<file path="src/rtl/mips_pkg.sv">
`default_nettype none
// ============================================================================
// Module      : mips_pkg
// Description : Shared widths, IF/ID payload type and fetch FSM encoding.
// Revision    : 1.0 - initial release
// ============================================================================
package mips_pkg;

    localparam int PC_WIDTH    = 32;
    localparam int INSTR_WIDTH = 32;

    localparam logic [INSTR_WIDTH-1:0] NOP_INSTR = '0;

    typedef struct packed {
        logic [INSTR_WIDTH-1:0] instr;
        logic [PC_WIDTH-1:0]    pc_next;
        logic                   valid;
    } if_id_t;

    typedef enum logic [1:0] {
        BOOT = 2'd0,
        RUN  = 2'd1,
        HALT = 2'd2
    } fetch_state_t;

endpackage
`default_nettype wire

</file>
<file path="src/rtl/pc_reg.sv">
`default_nettype none
// ============================================================================
// Module      : pc_reg
// Description : Program counter with next-PC mux: redirect > hold > increment.
// Revision    : 1.0 - initial release
// ============================================================================
module pc_reg #(
    parameter int                  PC_WIDTH = 32,
    parameter logic [PC_WIDTH-1:0] PC_RESET = '0,
    parameter int                  PC_STEP  = 1
) (
    input  logic                clk,
    input  logic                reset,
    input  logic                redirect_valid,
    input  logic [PC_WIDTH-1:0] redirect_target,
    input  logic                hold,
    output logic [PC_WIDTH-1:0] pc_q,
    output logic [PC_WIDTH-1:0] pc_seq
);

    logic [PC_WIDTH-1:0] r_pc;

    // Sequential successor wraps naturally at 2^PC_WIDTH.
    assign pc_seq = r_pc + PC_WIDTH'(PC_STEP);
    assign pc_q   = r_pc;

    always_ff @(posedge clk) begin
        if (reset) begin
            r_pc <= PC_RESET;
        end else if (redirect_valid) begin
            r_pc <= redirect_target;
        end else if (!hold) begin
            r_pc <= pc_seq;
        end
    end

endmodule
`default_nettype wire

</file>
<file path="src/rtl/instr_fetch_unit.sv">
`default_nettype none
// ============================================================================
// Module      : instr_fetch_unit
// Description : MIPS IF stage: PC, ROM address, IF/ID register, fetch counter.
//               Optional ROM bound check/halt enabled by IF_BOUND_CHECK_EN.
// Revision    : 1.0 - initial release
// ============================================================================
module instr_fetch_unit #(
    parameter int                  PC_WIDTH    = mips_pkg::PC_WIDTH,
    parameter int                  INSTR_WIDTH = mips_pkg::INSTR_WIDTH,
    parameter logic [PC_WIDTH-1:0] PC_RESET    = '0,
    parameter int                  PC_STEP     = 1,
    parameter int                  IMEM_DEPTH  = 32
) (
    input  logic                   clk,
    input  logic                   reset,
    output logic [PC_WIDTH-1:0]    imem_pc,
    input  logic [INSTR_WIDTH-1:0] imem_instr,
    input  logic                   stall_if,
    input  logic                   flush_if,
    input  logic                   redirect_valid,
    input  logic [PC_WIDTH-1:0]    redirect_target,
    output logic [INSTR_WIDTH-1:0] if_id_instr,
    output logic [PC_WIDTH-1:0]    if_id_pc_next,
    output logic                   if_id_valid,
    output logic [15:0]            fetch_count
`ifdef IF_BOUND_CHECK_EN
    ,
    output logic                   fetch_halted
`endif
);

    import mips_pkg::*;

`ifdef IF_BOUND_CHECK_EN
    localparam bit c_bound_check = 1'b1;
`else
    localparam bit c_bound_check = 1'b0;
`endif

    fetch_state_t        r_state;
    fetch_state_t        w_state_next;
    if_id_t              r_if_id;
    logic [15:0]         r_fetch_count;
    logic [PC_WIDTH-1:0] w_pc;
    logic [PC_WIDTH-1:0] w_pc_seq;
    logic                w_beyond;
    logic                w_pc_redirect;
    logic                w_pc_hold;
    logic                w_ifid_bubble;
    logic                w_ifid_load;

    pc_reg #(
        .PC_WIDTH (PC_WIDTH),
        .PC_RESET (PC_RESET),
        .PC_STEP  (PC_STEP)
    ) u_pc_reg (
        .clk             (clk),
        .reset           (reset),
        .redirect_valid  (w_pc_redirect),
        .redirect_target (redirect_target),
        .hold            (w_pc_hold),
        .pc_q            (w_pc),
        .pc_seq          (w_pc_seq)
    );

    // Constant-false in the default build, so the compare folds away.
    assign w_beyond = c_bound_check && (w_pc_seq >= PC_WIDTH'(IMEM_DEPTH));

    always_ff @(posedge clk) begin
        if (reset) begin
            r_state <= BOOT;
        end else begin
            r_state <= w_state_next;
        end
    end

    always_comb begin
        w_state_next = r_state;
        case (r_state)
            BOOT: w_state_next = RUN;
            RUN: begin
                if (w_beyond && !redirect_valid) begin
                    w_state_next = HALT;
                end
            end
`ifdef IF_BOUND_CHECK_EN
            HALT: begin
                if (w_pc_redirect) begin
                    w_state_next = RUN;
                end
            end
`endif
            default: w_state_next = BOOT;
        endcase
    end

    // Defaults describe a frozen stage: PC held, bubble into IF/ID.
    always_comb begin
        w_pc_redirect = 1'b0;
        w_pc_hold     = 1'b1;
        w_ifid_bubble = 1'b1;
        w_ifid_load   = 1'b0;
        case (r_state)
            RUN: begin
                w_pc_redirect = redirect_valid;
                if (!(w_beyond && !redirect_valid)) begin
                    w_pc_hold     = stall_if;
                    w_ifid_bubble = flush_if || redirect_valid;
                    w_ifid_load   = !(flush_if || redirect_valid) && !stall_if;
                end
            end
`ifdef IF_BOUND_CHECK_EN
            HALT: begin
                w_pc_redirect = redirect_valid &&
                                (redirect_target < PC_WIDTH'(IMEM_DEPTH));
            end
`endif
            default: ;
        endcase
    end

    always_ff @(posedge clk) begin
        if (reset) begin
            r_if_id <= '0;
        end else if (w_ifid_bubble) begin
            r_if_id <= '{instr: NOP_INSTR, pc_next: '0, valid: 1'b0};
        end else if (w_ifid_load) begin
            r_if_id <= '{instr: imem_instr, pc_next: w_pc_seq, valid: 1'b1};
        end
    end

    always_ff @(posedge clk) begin
        if (reset) begin
            r_fetch_count <= '0;
        end else if (w_ifid_load && (r_fetch_count != 16'hFFFF)) begin
            r_fetch_count <= r_fetch_count + 16'd1;
        end
    end

    assign imem_pc       = w_pc;
    assign if_id_instr   = r_if_id.instr;
    assign if_id_pc_next = r_if_id.pc_next;
    assign if_id_valid   = r_if_id.valid;
    assign fetch_count   = r_fetch_count;

`ifdef IF_BOUND_CHECK_EN
    assign fetch_halted = (r_state == HALT);
`endif

endmodule
`default_nettype wire

</file>
<file path="config.mk">
export PLATFORM = sky130hd
export DESIGN_NAME = instr_fetch_unit
export DESIGN_NICKNAME = d
export VERILOG_FILES = /design/src/rtl/mips_pkg.sv /design/src/rtl/pc_reg.sv /design/src/rtl/instr_fetch_unit.sv
export SDC_FILE = /design/constraint.sdc
export NUM_CORES = 1
export LEC_CHECK = 0
export BUFFER_PORTS_ARGS = -buffer_cell sky130_fd_sc_hd__buf_2
export CAP_MARGIN = 10
export CORE_ASPECT_RATIO = 1.75
export CORE_UTILIZATION = 40
export DETAILED_ROUTE_END_ITERATION = 7
export GPL_TIMING_DRIVEN = 0
export PLACE_DENSITY = 0.64
export SLEW_MARGIN = 30
export SYNTH_ARGS = -nofsm -noshare
export SYNTH_HDL_FRONTEND = slang
export SYNTH_HIERARCHICAL = 1
export SYNTH_SLANG_ARGS = --single-unit
</file>
<file path="constraint.sdc">
create_clock -name clk -period 3 [get_ports clk]
set_clock_uncertainty 0.1 [all_clocks]
set_input_delay 0.3 -clock clk [delete_from_list [all_inputs] [get_ports clk]]
set_output_delay 0.3 -clock clk [all_outputs]
set_load 0.05 [all_outputs]
</file>
==> results of run 1 <==
## per-stage QoR
step / area (um2) / utilization [%] / power (mW) / instances / worst slack (ns)
2_1_floorplan: 5515 / - / 1.854 / 714 / 0.4778
3_3_place_gp: 6639 / 49.35 / 1.993 / 1069 / 0.3652
3_5_place_dp: 6656 / 49.48 / 1.994 / 1069 / 0.3332
4_1_cts: 7298 / 54.25 / 4.182 / 1101 / 0.3336
5_1_grt: 7305 / 54.30 / 4.290 / 1101 / 0.1444
6_report: 7305 / 54.30 / 4.145 / 1101 / 0.3126
## worst max-delay path by stage
stage	startpoint	to	slack, ns	depth (start not counted)
after floorplan	u_pc_reg/pc_q[0]$_SDFFE_PP0P_	u_pc_reg/pc_q[16]$_SDFFE_PP0P_	0.48	6
after global placement	fetch_count[0]$_SDFFE_PP0P_	fetch_count[7]$_SDFFE_PP0P_	0.37	6
after detailed placement	u_pc_reg/pc_q[8]$_SDFFE_PP0P_	if_id_pc_next[25]$_SDFFE_PP0P_	0.33	8
after CTS	u_pc_reg/pc_q[8]$_SDFFE_PP0P_	if_id_pc_next[25]$_SDFFE_PP0P_	0.33	8
after global routing	u_pc_reg/pc_q[8]$_SDFFE_PP0P_	if_id_pc_next[25]$_SDFFE_PP0P_	0.14	8
final	u_pc_reg/pc_q[8]$_SDFFE_PP0P_	if_id_pc_next[25]$_SDFFE_PP0P_	0.31	8
## worst max-delay path, delay by kind of cell, from the launching register on
kind	cells	cell delay (ns)
AND/OR/NAND/NOR	4	1.24
buffers and inverters	2	0.55
flip-flops	1	0.37
XOR/XNOR	1	0.23
AO/OA/AOI/OAI	1	0.13
## area by class of cell
cell class | instances | area [um2] | share of cell area (%)
plain buffers | 53 | 219.0 | 2.998
well taps | 174 | 217.7 | 2.980
clock buffers | 18 | 439.2 | 6.012
repair buffers | 181 | 905.9 | 12.40
flip-flops and latches | 114 | 2282 | 31.24
clock inverters | 14 | 202.7 | 2.775
inverters | 16 | 60.06 | 0.8222
multi-input cells | 531 | 2978 | 40.77
## layout by cell type (no fill, tap or decap), types with 4 or more instances in the layout
cell type                   instances
sky130_fd_sc_hd__mux2i_1            4
sky130_fd_sc_hd__clkbuf_1          42
sky130_fd_sc_hd__and3_1             9
sky130_fd_sc_hd__bufinv_16          4
sky130_fd_sc_hd__or4_1              7
sky130_fd_sc_hd__buf_2            189
sky130_fd_sc_hd__o221ai_1           5
sky130_fd_sc_hd__clkinv_4           6
sky130_fd_sc_hd__o31ai_1            5
sky130_fd_sc_hd__nand4_1           24
sky130_fd_sc_hd__a2111oi_0          5
sky130_fd_sc_hd__inv_1             16
sky130_fd_sc_hd__a211oi_1          17
sky130_fd_sc_hd__clkbuf_16         17
sky130_fd_sc_hd__and4_1             5
sky130_fd_sc_hd__dfxtp_1          114
sky130_fd_sc_hd__nand3_1           15
sky130_fd_sc_hd__nor4_1            15
sky130_fd_sc_hd__xor2_1            16
sky130_fd_sc_hd__a311oi_1           6
sky130_fd_sc_hd__a21oi_1           85
sky130_fd_sc_hd__nor4_2             4
sky130_fd_sc_hd__nor2_1            44
sky130_fd_sc_hd__a31oi_1            4
sky130_fd_sc_hd__nand2_1          165
sky130_fd_sc_hd__or3_1              8
sky130_fd_sc_hd__nor3_1            14
sky130_fd_sc_hd__xnor2_1           24
sky130_fd_sc_hd__o21ai_0           11
## kinds of logic after synthesis
group / Yosys count / share of synthesized area, %
AND/OR/NAND/NOR: 335 / 29.36
AO/OA/AOI/OAI: 150 / 16.67
flip-flops: 114 / 41.38
buffers and inverters: 69 / 5.059
XOR/XNOR: 40 / 6.352
multiplexers: 4 / 0.7260
adder cells (fa/ha/maj): 2 / 0.4536
## report_power, final
part           internal, mW  switching, mW  leakage, nW
Sequential             1.54         0.0439        0.924
Combinational         0.117          0.258         1.65
Clock                  1.42          0.758        0.311
Total                  3.09           1.06         2.89
## routing by layer
layer / vias up / part of all wire, % / GRT usage [%]
li1: 2936 / - / -
met1: 2717 / 39 / 26.81
met2: 173 / 54 / 46.07
met3: 32 / 4.0 / 3.768
met4: 0 / 2.6 / 12.21
met5: - / 0 / 0
## sequential cells by signal, summed over array words and instances, names as in the netlist
register       count
fetch_count       16
if_id_instr       32
if_id_pc_next     32
if_id_valid        1
r_state            1
u_pc_reg/pc_q     32
==> summary.md, run 1 <==
| Metric | Value |
|---|---|
| Total half-perimeter wirelength after legalization and detailed placement | 13320 um |
| Num CTS Buffers | 17 |
| Worst reg2reg startpoint | u_pc_reg/pc_q[8]$_SDFFE_PP0P_ |
| Nets | between 900 and 1000 |
| Number of different library cells in the post-synthesis netlist | 56 |
| Area added between synthesis and finish | 32.44% |
| Most frequent cell after synthesis | sky130_fd_sc_hd__nand2_1 |
| Count of flip-flops with a built-in enable after synthesis | 0 |
| Cell at the slowest stage of the critical path | sky130_fd_sc_hd__nor4_2 |
| Antenna violations before repair | 0 |
| Largest net degree at the start of global routing | 17 |
| Synthesized Nets | 785 |
| Count of final max-slew check failures | 0 |
| Min Clock Period, post-route | ~2.7 ns |
| Cell with the most instances on the worst path | sky130_fd_sc_hd__buf_2 |
| Vias in the first global route | 5484 |
| Unrepaired setup endpoints after global routing | no |
| Total Neg Setup Slack | 0 ns |
| Critical-path maximum fanout | 10 |
| Kind of capture point of the worst setup path | flip-flop |
| Area of the core region | 0.01345 mm2 |
| Number of violations of the max-capacitance limit | 0 |
| Startpoint type of the worst setup path | flip-flop |
| Areal power density over the cells | 567.5 mW/mm2 |
| Number of detailed-routing iterations run before antenna repair | 5 |
| Signal arrival time at the worst endpoint | 2.92 ns |
| Clock tree from TritonCTS | built |
| Final-report hold violation count | 0 |
| Routed vias | 5858 |
| H-tree depth reported by CTS | 4 |
| Ordered cell list for the critical path | buf_2 > nand4_1 > nor4_2 > buf_2 > and3_1 > xor2_1 > nand2_1 > a21oi_1 |
| Synth top cells by count | sky130_fd_sc_hd__nand2_1, sky130_fd_sc_hd__dfxtp_1, sky130_fd_sc_hd__a21oi_1 |
| Final setup fails | 0 |
| Via density per instance | 5.321 |
| Synthesized cell area | 0.005515 mm2 |
| Peak supply drop | about 0.42 mV |
| Post-CTS Setup Inserts | 0 |
| Transition time at the pin with the least slew margin | 0.9814 ns |
| Ys async rst share | 0% |
| Clock transition at the registers of the reported paths | 0.06 ns |
| Largest stage delay on the critical path | 0.68 ns |
| Period Utilization, post-route | 89.58% |
| Path depth of the worst reg2reg path | 8 |
| IO Count | 182 |
| Filler cells | approximately 1400 |
| Data required, critical path | 3.23 ns |
| GRT Residual Overflow | 0 |
| Detailed router's first-iteration violation count | approximately 260 |
| Yosys warning total | 6 |
| Post-synthesis average cell area | 7.724 um2 |
| Worst-skew pair later-pin latency | 0.40 ns |
| Static leakage | 2.886 nW |
| Synth Instances | 714 |
| Clock sink total | between 100 and 150 |
| Max Fclk | 372.1 MHz |
| Remaining antenna violation count after routing | 0 |
| Longest Clk Path Bufs | 2 |
| Wire length of the first global-routing pass | 27590 um |
| GPL Wtd Cong | 0.8479 |
| Hold-fix buffers at CTS | 0 |
| Flip-flop and latch count after synthesis | between 100 and 150 |
| Remaining routing DRC violations | 0 |
| Initial standard-cell utilization of the core | approximately 40% |
| Clock root buffer | sky130_fd_sc_hd__clkbuf_16 |
| Cell accounting for the most synthesized area | sky130_fd_sc_hd__dfxtp_1 |
| Worst hold slack | about 0.035 ns |
| Worst-case register-to-register setup slack | 0.31 ns |
| Fraction of layout cells with a size suffix above 1 | 26.11% |
| Total wire length after detailed routing | between 15000 and 20000 um |
| Placement Rows | 56 |
| WS Path Type | reg -> reg |
| # diodes | 0 |
| Part of the Yosys area used for sequential elements | around two fifths |
| WHS Path Cells | 3 |
| Number of resized instances in the post-cts repair step | 0 |
| Endpoint of the most critical register-to-register path | if_id_pc_next[25]$_SDFFE_PP0P_ |
| Hold/Removal Path Class | in -> reg |
| Die width | 90.77 um |
| Vertical die dimension | 157.3 um |
| Flip-flop cell with the highest count after synthesis | sky130_fd_sc_hd__dfxtp_1 |
| Top cell type's share of synthesized area | 41.38% |
| Worst slew margin relative to its limit | between 30% and 40% |
| End point of the most critical hold path | if_id_instr[0]$_SDFFE_PP0P_ |
| Result of the run | finished clean |
| Wire per inst | 16.15 um |
| Port bufs | 181 |
| Overall global routing resource usage | 24.69% |
| Critical hold path startpoint | imem_instr[0] |
| Biggest area contributors in the synthesized netlist | sky130_fd_sc_hd__dfxtp_1, sky130_fd_sc_hd__nand2_1, sky130_fd_sc_hd__a21oi_1, sky130_fd_sc_hd__xnor2_1, sky130_fd_sc_hd__nor2_1 |
| Floorplan die area | around 0.014 mm2 |
Power figures use the tool's default switching activity.
==> run 2: changes to the inputs <==
- SYNTH_HIERARCHICAL: 1 -> default
==> summary.md, run 2 <==
| Metric | Value |
|---|---|
| Largest net degree at the start of global routing | 17 |
| Nets | 897 |
| Synthesized cell area | between 0.005 and 0.006 mm2 |
| Remaining antenna violation count after routing | 0 |
| WS Path Type | reg -> reg |
| Clock sink total | 114 |
| Endpoint of the most critical register-to-register path | u_pc_reg.pc_q[24]$_SDFFE_PP0P_ |
| Max Fclk | 370.6 MHz |
| Transition time at the pin with the least slew margin | 0.9750 ns |
| Hold-fix buffers at CTS | 3 |
| Hold/Removal Path Class | in -> reg |
| Clock tree from TritonCTS | built |
| Area added between synthesis and finish | 34.19% |
| Synth Instances | 623 |
| Flip-flop and latch count after synthesis | between 100 and 150 |
| Top cell type's share of synthesized area | 44.44% |
| Min Clock Period, post-route | between 2 and 3 ns |
| Critical-path maximum fanout | 8 |
| Kind of capture point of the worst setup path | flip-flop |
| Final Non-Filler Cells | 1007 |
| Via density per instance | 5.476 |
| Share of synthesized cell area in full adder, half adder and majority cells | 0.4873% |
| Flip-flop cell with the highest count after synthesis | sky130_fd_sc_hd__dfxtp_1 |
| Number of detailed-routing iterations run before antenna repair | 7 |
| Yosys warning total | 0 |
| Final-report hold violation count | 0 |
| Part of the Yosys area used for sequential elements | between 40 and 50% |
| Critical path depth | 6 |
| Sum of internal, switching and leakage power | 4.035 mW |
| Setup slack after layout | 0.3016 ns |
| Areal power density over the cells | a little under 600 mW/mm2 |
| Cell Count Post-Placement | 972 |
| Period Utilization, post-route | 89.95% |
| Area of the core region | 0.01250 mm2 |
| Ys async rst share | 0% |
| Initial standard-cell utilization of the core | about two fifths |
| Num CTS Buffers | 17 |
| Commonest cells after routing, fill and taps aside | sky130_fd_sc_hd__buf_2, sky130_fd_sc_hd__dfxtp_1, sky130_fd_sc_hd__nand2_1, sky130_fd_sc_hd__a21oi_1, sky130_fd_sc_hd__nor2_1 |
| Vias in the first global route | 5390 |
| Floorplan die area | 0.01331 mm2 |
| Wire per inst | roughly 17 um |
| Peak supply drop | roughly 0.40 mV |
| Count of flip-flops with a built-in enable after synthesis | 0 |
| Cell class contributing the biggest share of worst-path delay | simple AND/OR/NAND/NOR gates |
| Post-CTS Setup Inserts | 0 |
| Detailed router's first-iteration violation count | 277 |
| Wire length of the first global-routing pass | 26830 um |
| Crit. Startpoint | u_pc_reg.pc_q[0]$_SDFFE_PP0P_ |
| Post-synthesis average cell area | 8.242 um2 |
| Number of violations of the max-capacitance limit | 0 |
| Worst-case register-to-register setup slack | 0.30 ns |
| GPL Wtd Cong | approximately 0.96 |
| Clock transition at the registers of the reported paths | 0.06 ns |
| Cell with the most instances on the worst path | sky130_fd_sc_hd__nand3_1 |
| Synth top cells by count | sky130_fd_sc_hd__dfxtp_1, sky130_fd_sc_hd__nand2_1, sky130_fd_sc_hd__a21oi_1 |
| Final setup fails | 0 |
| Remaining routing DRC violations | 0 |
| Port bufs | 181 |
| IO Count | 182 |
| Post-place setup slack | 0.3261 ns |
| Share of synthesized cell area in and, or, nand and nor gates | between 20% and 30% |
| Signal arrival time at the worst endpoint | between 2 and 3 ns |
| Overall global routing resource usage | between 20% and 30% |
| Main combinational cell family by area after synthesis | simple AND/OR/NAND/NOR gates |
| Cell at the slowest stage of the critical path | sky130_fd_sc_hd__nor4_2 |
| Largest stage delay on the critical path | slightly below 0.9 ns |
| Path depth of the worst reg2reg path | 6 |
| Placement Rows | 54 |
| Fraction of layout cells with a size suffix above 1 | 27.89% |
| Capturing instance or port of the critical path | u_pc_reg.pc_q[24]$_SDFFE_PP0P_ |
| Antenna violations before repair | 0 |
| Number of buffers and inverters on the critical path | 0 |
| Unrepaired setup endpoints after global routing | no |
| GRT Residual Overflow | 0 |
| Worst-skew pair later-pin latency | 0.42 ns |
| Vertical die dimension | 151.9 um |
| Post-Synth XOR/XNOR Area | between 7 and 8% |
| Clock root buffer | sky130_fd_sc_hd__clkbuf_16 |
| Most frequent cell after synthesis | sky130_fd_sc_hd__dfxtp_1 |
| Synthesized Nets | 694 |
| Die width | 87.65 um |
| Worst slew margin relative to its limit | 34.46% |
| Number of different library cells in the post-synthesis netlist | 56 |
| Synthesized-area fraction occupied by ao, oa, aoi and oai cells | 20.49% |
| Worst reg2reg startpoint | u_pc_reg.pc_q[0]$_SDFFE_PP0P_ |
| Total half-perimeter wirelength after legalization and detailed placement | 12920 um |
| # diodes | 0 |
| Startpoint type of the worst setup path | flip-flop |
| Ordered cell list for the critical path | ha_1 > nand3_1 > nor4_2 > nand2_1 > or3_1 > nand3_1 |
| Placed instance area | 0.006251 mm2 |
| Static leakage | ~2.8 nW |
| Result of the run | finished clean |
| Number of resized instances in the post-cts repair step | 0 |
| Mux contribution to synthesized area | 0.1949% |
| Most common library cell in the layout ignoring fill and taps | sky130_fd_sc_hd__buf_2 |
| Routed vias | 5514 |
| Biggest area contributors in the synthesized netlist | sky130_fd_sc_hd__dfxtp_1, sky130_fd_sc_hd__nand2_1, sky130_fd_sc_hd__a21oi_1, sky130_fd_sc_hd__xnor2_1, sky130_fd_sc_hd__o21ai_0 |
| Post-route cell area | 0.006890 mm2 |
| H-tree depth reported by CTS | 4 |
| Longest Clk Path Bufs | 2 |
| Data required, critical path | 3.26 ns |
| Total Neg Setup Slack | 0 ns |
| Total wire length after detailed routing | 17050 um |
| Cell accounting for the most synthesized area | sky130_fd_sc_hd__dfxtp_1 |
| Count of final max-slew check failures | 0 |
run 2: kinds of logic (layout without fill, tap and decap cells):
logic type / count (synthesis) / count (layout)
AO/OA/AOI/OAI: 176 / 176
XOR/XNOR: 43 / 43
adder cells (fa/ha/maj): 2 / 2
buffers and inverters: 53 / 269
flip-flops: 114 / 114
multiplexers: 1 / 1
AND/OR/NAND/NOR: 234 / 234
run 2: tightest hold or removal path: cells and delay by family:
family,cells,cell delay (ns)
compound gates,2,0.11
buf+inv,1,0.08
run 2: worst min path at each step:
stage	from	endpoint	slack, ns	cells after the start
6_report	redirect_target[26]	u_pc_reg.pc_q[26]$_SDFFE_PP0P_	0.006	3
2_1_floorplan	redirect_target[24]	u_pc_reg.pc_q[24]$_SDFFE_PP0P_	0.32	2
4_1_cts	redirect_target[26]	u_pc_reg.pc_q[26]$_SDFFE_PP0P_	0.0007	3
3_3_place_gp	if_id_instr[22]$_SDFFE_PP0P_	if_id_instr[22]$_SDFFE_PP0P_	0.34	2
5_1_grt	redirect_target[26]	u_pc_reg.pc_q[26]$_SDFFE_PP0P_	0.006	3
3_5_place_dp	if_id_instr[22]$_SDFFE_PP0P_	if_id_instr[22]$_SDFFE_PP0P_	0.34	2
run 2: metrics by stage:
stage / hold slack, ns / util [%]
after floorplan: 0.3222 / -
after detailed placement: 0.3432 / 50.01
after global placement: 0.3418 / 50.01
final: 0.006005 / 55.13
after global routing: 0.005880 / 55.13
after CTS: 0.0007076 / 55.13
run 2: where the power goes:
part           switching [mW]  total [mW]  leakage [nW]  internal [mW]
registers              0.0391        1.58         0.924           1.54
clock network           0.779        2.09         0.290           1.31
logic                   0.248       0.362          1.62          0.114
run 2: final cells by class:
type | instances | area (um2)
inverters | 9 | 33.78
well taps | 168 | 210.2
fillers | 1241 | 5609
flip-flops and latches | 114 | 2282
multi-input cells | 456 | 2618
clock buffers | 17 | 425.4
plain buffers | 44 | 201.4
repair buffers | 184 | 935.9
clock inverters | 15 | 183.9
run 2: per-layer routing:
layer  wire length (um)  GRT usage (%)  vias to the layer above
met5                  0              0                        -
met4                524          11.94                        0
met3               1159          6.790                       41
met2               8836          46.76                      249
met1               6525          27.98                     2586
li1                   -              -                     2638
==> run 3: changes to the inputs <==
==> constraint.sdc (replaced) <==
create_clock -name clk -period 3 [get_ports clk]
set_clock_uncertainty 0.1 [all_clocks]
set_input_delay 0 -clock clk [delete_from_list [all_inputs] [get_ports clk]]
set_output_delay 0 -clock clk [all_outputs]
set_load 0.05 [all_outputs]
==> summary.md, run 3 (same netlist as run 2, synthesis figures left out) <==
| Metric | Value |
|---|---|
| Number of detailed-routing iterations run before antenna repair | 5 |
| Worst slew margin relative to its limit | 32.81% |
| Cell Count Post-Placement | 972 |
| Crit. Startpoint | u_pc_reg.pc_q[0]$_SDFFE_PP0P_ |
| Initial standard-cell utilization of the core | 41.08% |
| Endpoint of the most critical register-to-register path | u_pc_reg.pc_q[24]$_SDFFE_PP0P_ |
| Cell at the slowest stage of the critical path | sky130_fd_sc_hd__nor4_2 |
| IO Count | 182 |
| Placed instance area | roughly 0.0063 mm2 |
| Area added between synthesis and finish | 47.05% |
| Placement Rows | 54 |
| Clock transition at the registers of the reported paths | 0.06 ns |
| Count of final max-slew check failures | 0 |
| Overall global routing resource usage | 27.06% |
| GRT Residual Overflow | 0 |
| Areal power density over the cells | between 500 and 600 mW/mm2 |
| Most common library cell in the layout ignoring fill and taps | sky130_fd_sc_hd__buf_2 |
| Filler cells | 1147 |
| Clock tree from TritonCTS | built |
| Period Utilization, post-route | 90.33% |
| Sum of internal, switching and leakage power | 4.096 mW |
| Total wire length after detailed routing | roughly 18000 um |
| Hold/Removal Path Class | in -> reg |
| Ordered cell list for the critical path | ha_1 > nand3_1 > nor4_2 > nand2_1 > or3_1 > nand3_1 |
| Remaining antenna violation count after routing | 0 |
| Result of the run | finished clean |
| Vertical die dimension | ~150 um |
| Commonest cells after routing, fill and taps aside | sky130_fd_sc_hd__buf_2, sky130_fd_sc_hd__dfxtp_1, sky130_fd_sc_hd__nand2_1, sky130_fd_sc_hd__dlygate4sd3_1, sky130_fd_sc_hd__a21oi_1 |
| Unrepaired setup endpoints after global routing | no |
| Largest stage delay on the critical path | 0.90 ns |
| Area taken by flip-flops and latches | 0.002282 mm2 |
| Antenna violations before repair | 0 |
| Critical-path maximum fanout | 8 |
| Kind of capture point of the worst setup path | flip-flop |
| Transition time at the pin with the least slew margin | 0.9996 ns |
| Wire length of the first global-routing pass | 27820 um |
| WS Path Type | reg -> reg |
| Largest net degree at the start of global routing | 17 |
| H-tree depth reported by CTS | 4 |
| Number of buffers and inverters on the critical path | 0 |
| Num CTS Buffers | 17 |
| Total half-perimeter wirelength after legalization and detailed placement | 12920 um |
| # diodes | 0 |
| Area of the core region | 0.01250 mm2 |
| Worst-skew pair later-pin latency | 0.42 ns |
| Via density per instance | 5.390 |
| Detailed router's first-iteration violation count | 283 |
| Number of violations of the max-capacitance limit | 0 |
| Clock sink total | 114 |
| Signal arrival time at the worst endpoint | 2.97 ns |
| Routed vias | 5784 |
| Nets | roughly 960 |
| Path depth of the worst reg2reg path | 6 |
| Remaining routing DRC violations | 0 |
| Longest Clk Path Bufs | 2 |
| Final Non-Filler Cells | 1073 |
| Min Clock Period, post-route | approximately 2.7 ns |
| Cell with the most instances on the worst path | sky130_fd_sc_hd__nand3_1 |
| Worst-case register-to-register setup slack | 0.29 ns |
| Fraction of layout cells with a size suffix above 1 | 25.86% |
| Final Util | 60.41% |
| Capturing instance or port of the critical path | u_pc_reg.pc_q[24]$_SDFFE_PP0P_ |
| Startpoint type of the worst setup path | flip-flop |
| Clock root buffer | sky130_fd_sc_hd__clkbuf_16 |
| Max Fclk | 369.0 MHz |
| Worst reg2reg startpoint | u_pc_reg.pc_q[0]$_SDFFE_PP0P_ |
| Floorplan die area | 0.01331 mm2 |
| Wire per inst | 16.58 um |
| Die width | 87.65 um |
| Critical path depth | 6 |
| Vias in the first global route | 5674 |
| Data required, critical path | ~3.3 ns |
| Static leakage | 3.107 nW |
| Cell class contributing the biggest share of worst-path delay | simple AND/OR/NAND/NOR gates |
| Final setup fails | 0 |
| Final-report hold violation count | 0 |
| Port bufs | between 150 and 200 |
| Area occupied by multi-input gates | ~0.0026 mm2 |
| Peak supply drop | 0.3977 mV |
| Post-route cell area | 0.007551 mm2 |
| Number of resized instances in the post-cts repair step | 0 |
| GPL Wtd Cong | 0.9572 |
| Total Neg Setup Slack | 0 ns |
==> run 3: cell types whose count changed in the layout (fill, tap and decap cells not counted) <==
cell,previous run,this run
sky130_fd_sc_hd__dlygate4sd3_1,3,69
==> run 3: worst min path at each step <==
stage	startpoint	endpoint	depth (start not counted)
3_5_place_dp	redirect_target[24]	u_pc_reg.pc_q[24]$_SDFFE_PP0P_	3
4_1_cts	redirect_valid	u_pc_reg.pc_q[1]$_SDFFE_PP0P_	4
5_1_grt	redirect_valid	u_pc_reg.pc_q[4]$_SDFFE_PP0P_	4
3_3_place_gp	redirect_target[18]	u_pc_reg.pc_q[18]$_SDFFE_PP0P_	3
6_report	redirect_valid	u_pc_reg.pc_q[1]$_SDFFE_PP0P_	4
2_1_floorplan	redirect_target[24]	u_pc_reg.pc_q[24]$_SDFFE_PP0P_	2
==> run 3: metrics by stage <==
stage / setup slack (ns) / hold slack (ns)
finish: 0.2900 / 0.07594
global route: 0.1281 / 0.1348
CTS: 0.3105 / 0.04831
detailed placement: 0.3261 / 0.1217
global placement: 0.3551 / 0.1190
floorplan: 0.4465 / 0.02220
==> run 3: power breakdown <==
| group | total [mW] | leakage (nW) | switching [mW] | internal [mW] |
|---|---|---|---|---|
| registers | 1.58 | 0.924 | 0.0390 | 1.54 |
| clock network | 2.08 | 0.290 | 0.770 | 1.31 |
| logic | 0.432 | 1.89 | 0.262 | 0.170 |
| total | 4.10 | 3.11 | 1.07 | 3.02 |
==> run 3: worst register-to-register path: stages, from the launching register on <==
cell and delay, ns:
sky130_fd_sc_hd__dfxtp_1 0.46, sky130_fd_sc_hd__ha_1 0.32, sky130_fd_sc_hd__nand3_1 0.21, sky130_fd_sc_hd__nor4_2 0.90
sky130_fd_sc_hd__nand2_1 0.19, sky130_fd_sc_hd__or3_1 0.40, sky130_fd_sc_hd__nand3_1 0.08
==> run 3: layout make-up <==
class / count / share of cell area [%]
multi-input cells: 456 / 34.66
plain buffers: 44 / 2.668
clock buffers: 17 / 5.634
repair buffers: 250 / 21.14
flip-flops and latches: 114 / 30.22
inverters: 9 / 0.4474
well taps: 168 / 2.784
clock inverters: 15 / 2.436
==> run 3: timing repair <==
action	4_1_cts	5_1_grt
setup buffers	0	0
hold buffers	69	0
hold endpoints to repair	68	0
==> run 3: routing by layer <==
metal	vias up	global-route usage, %	wire length (um)
li1	2764	-	-
met1	2746	28.29	6766
met2	235	49.29	9338
met3	39	6.573	1145
met4	0	12.41	534
met5	-	0	0
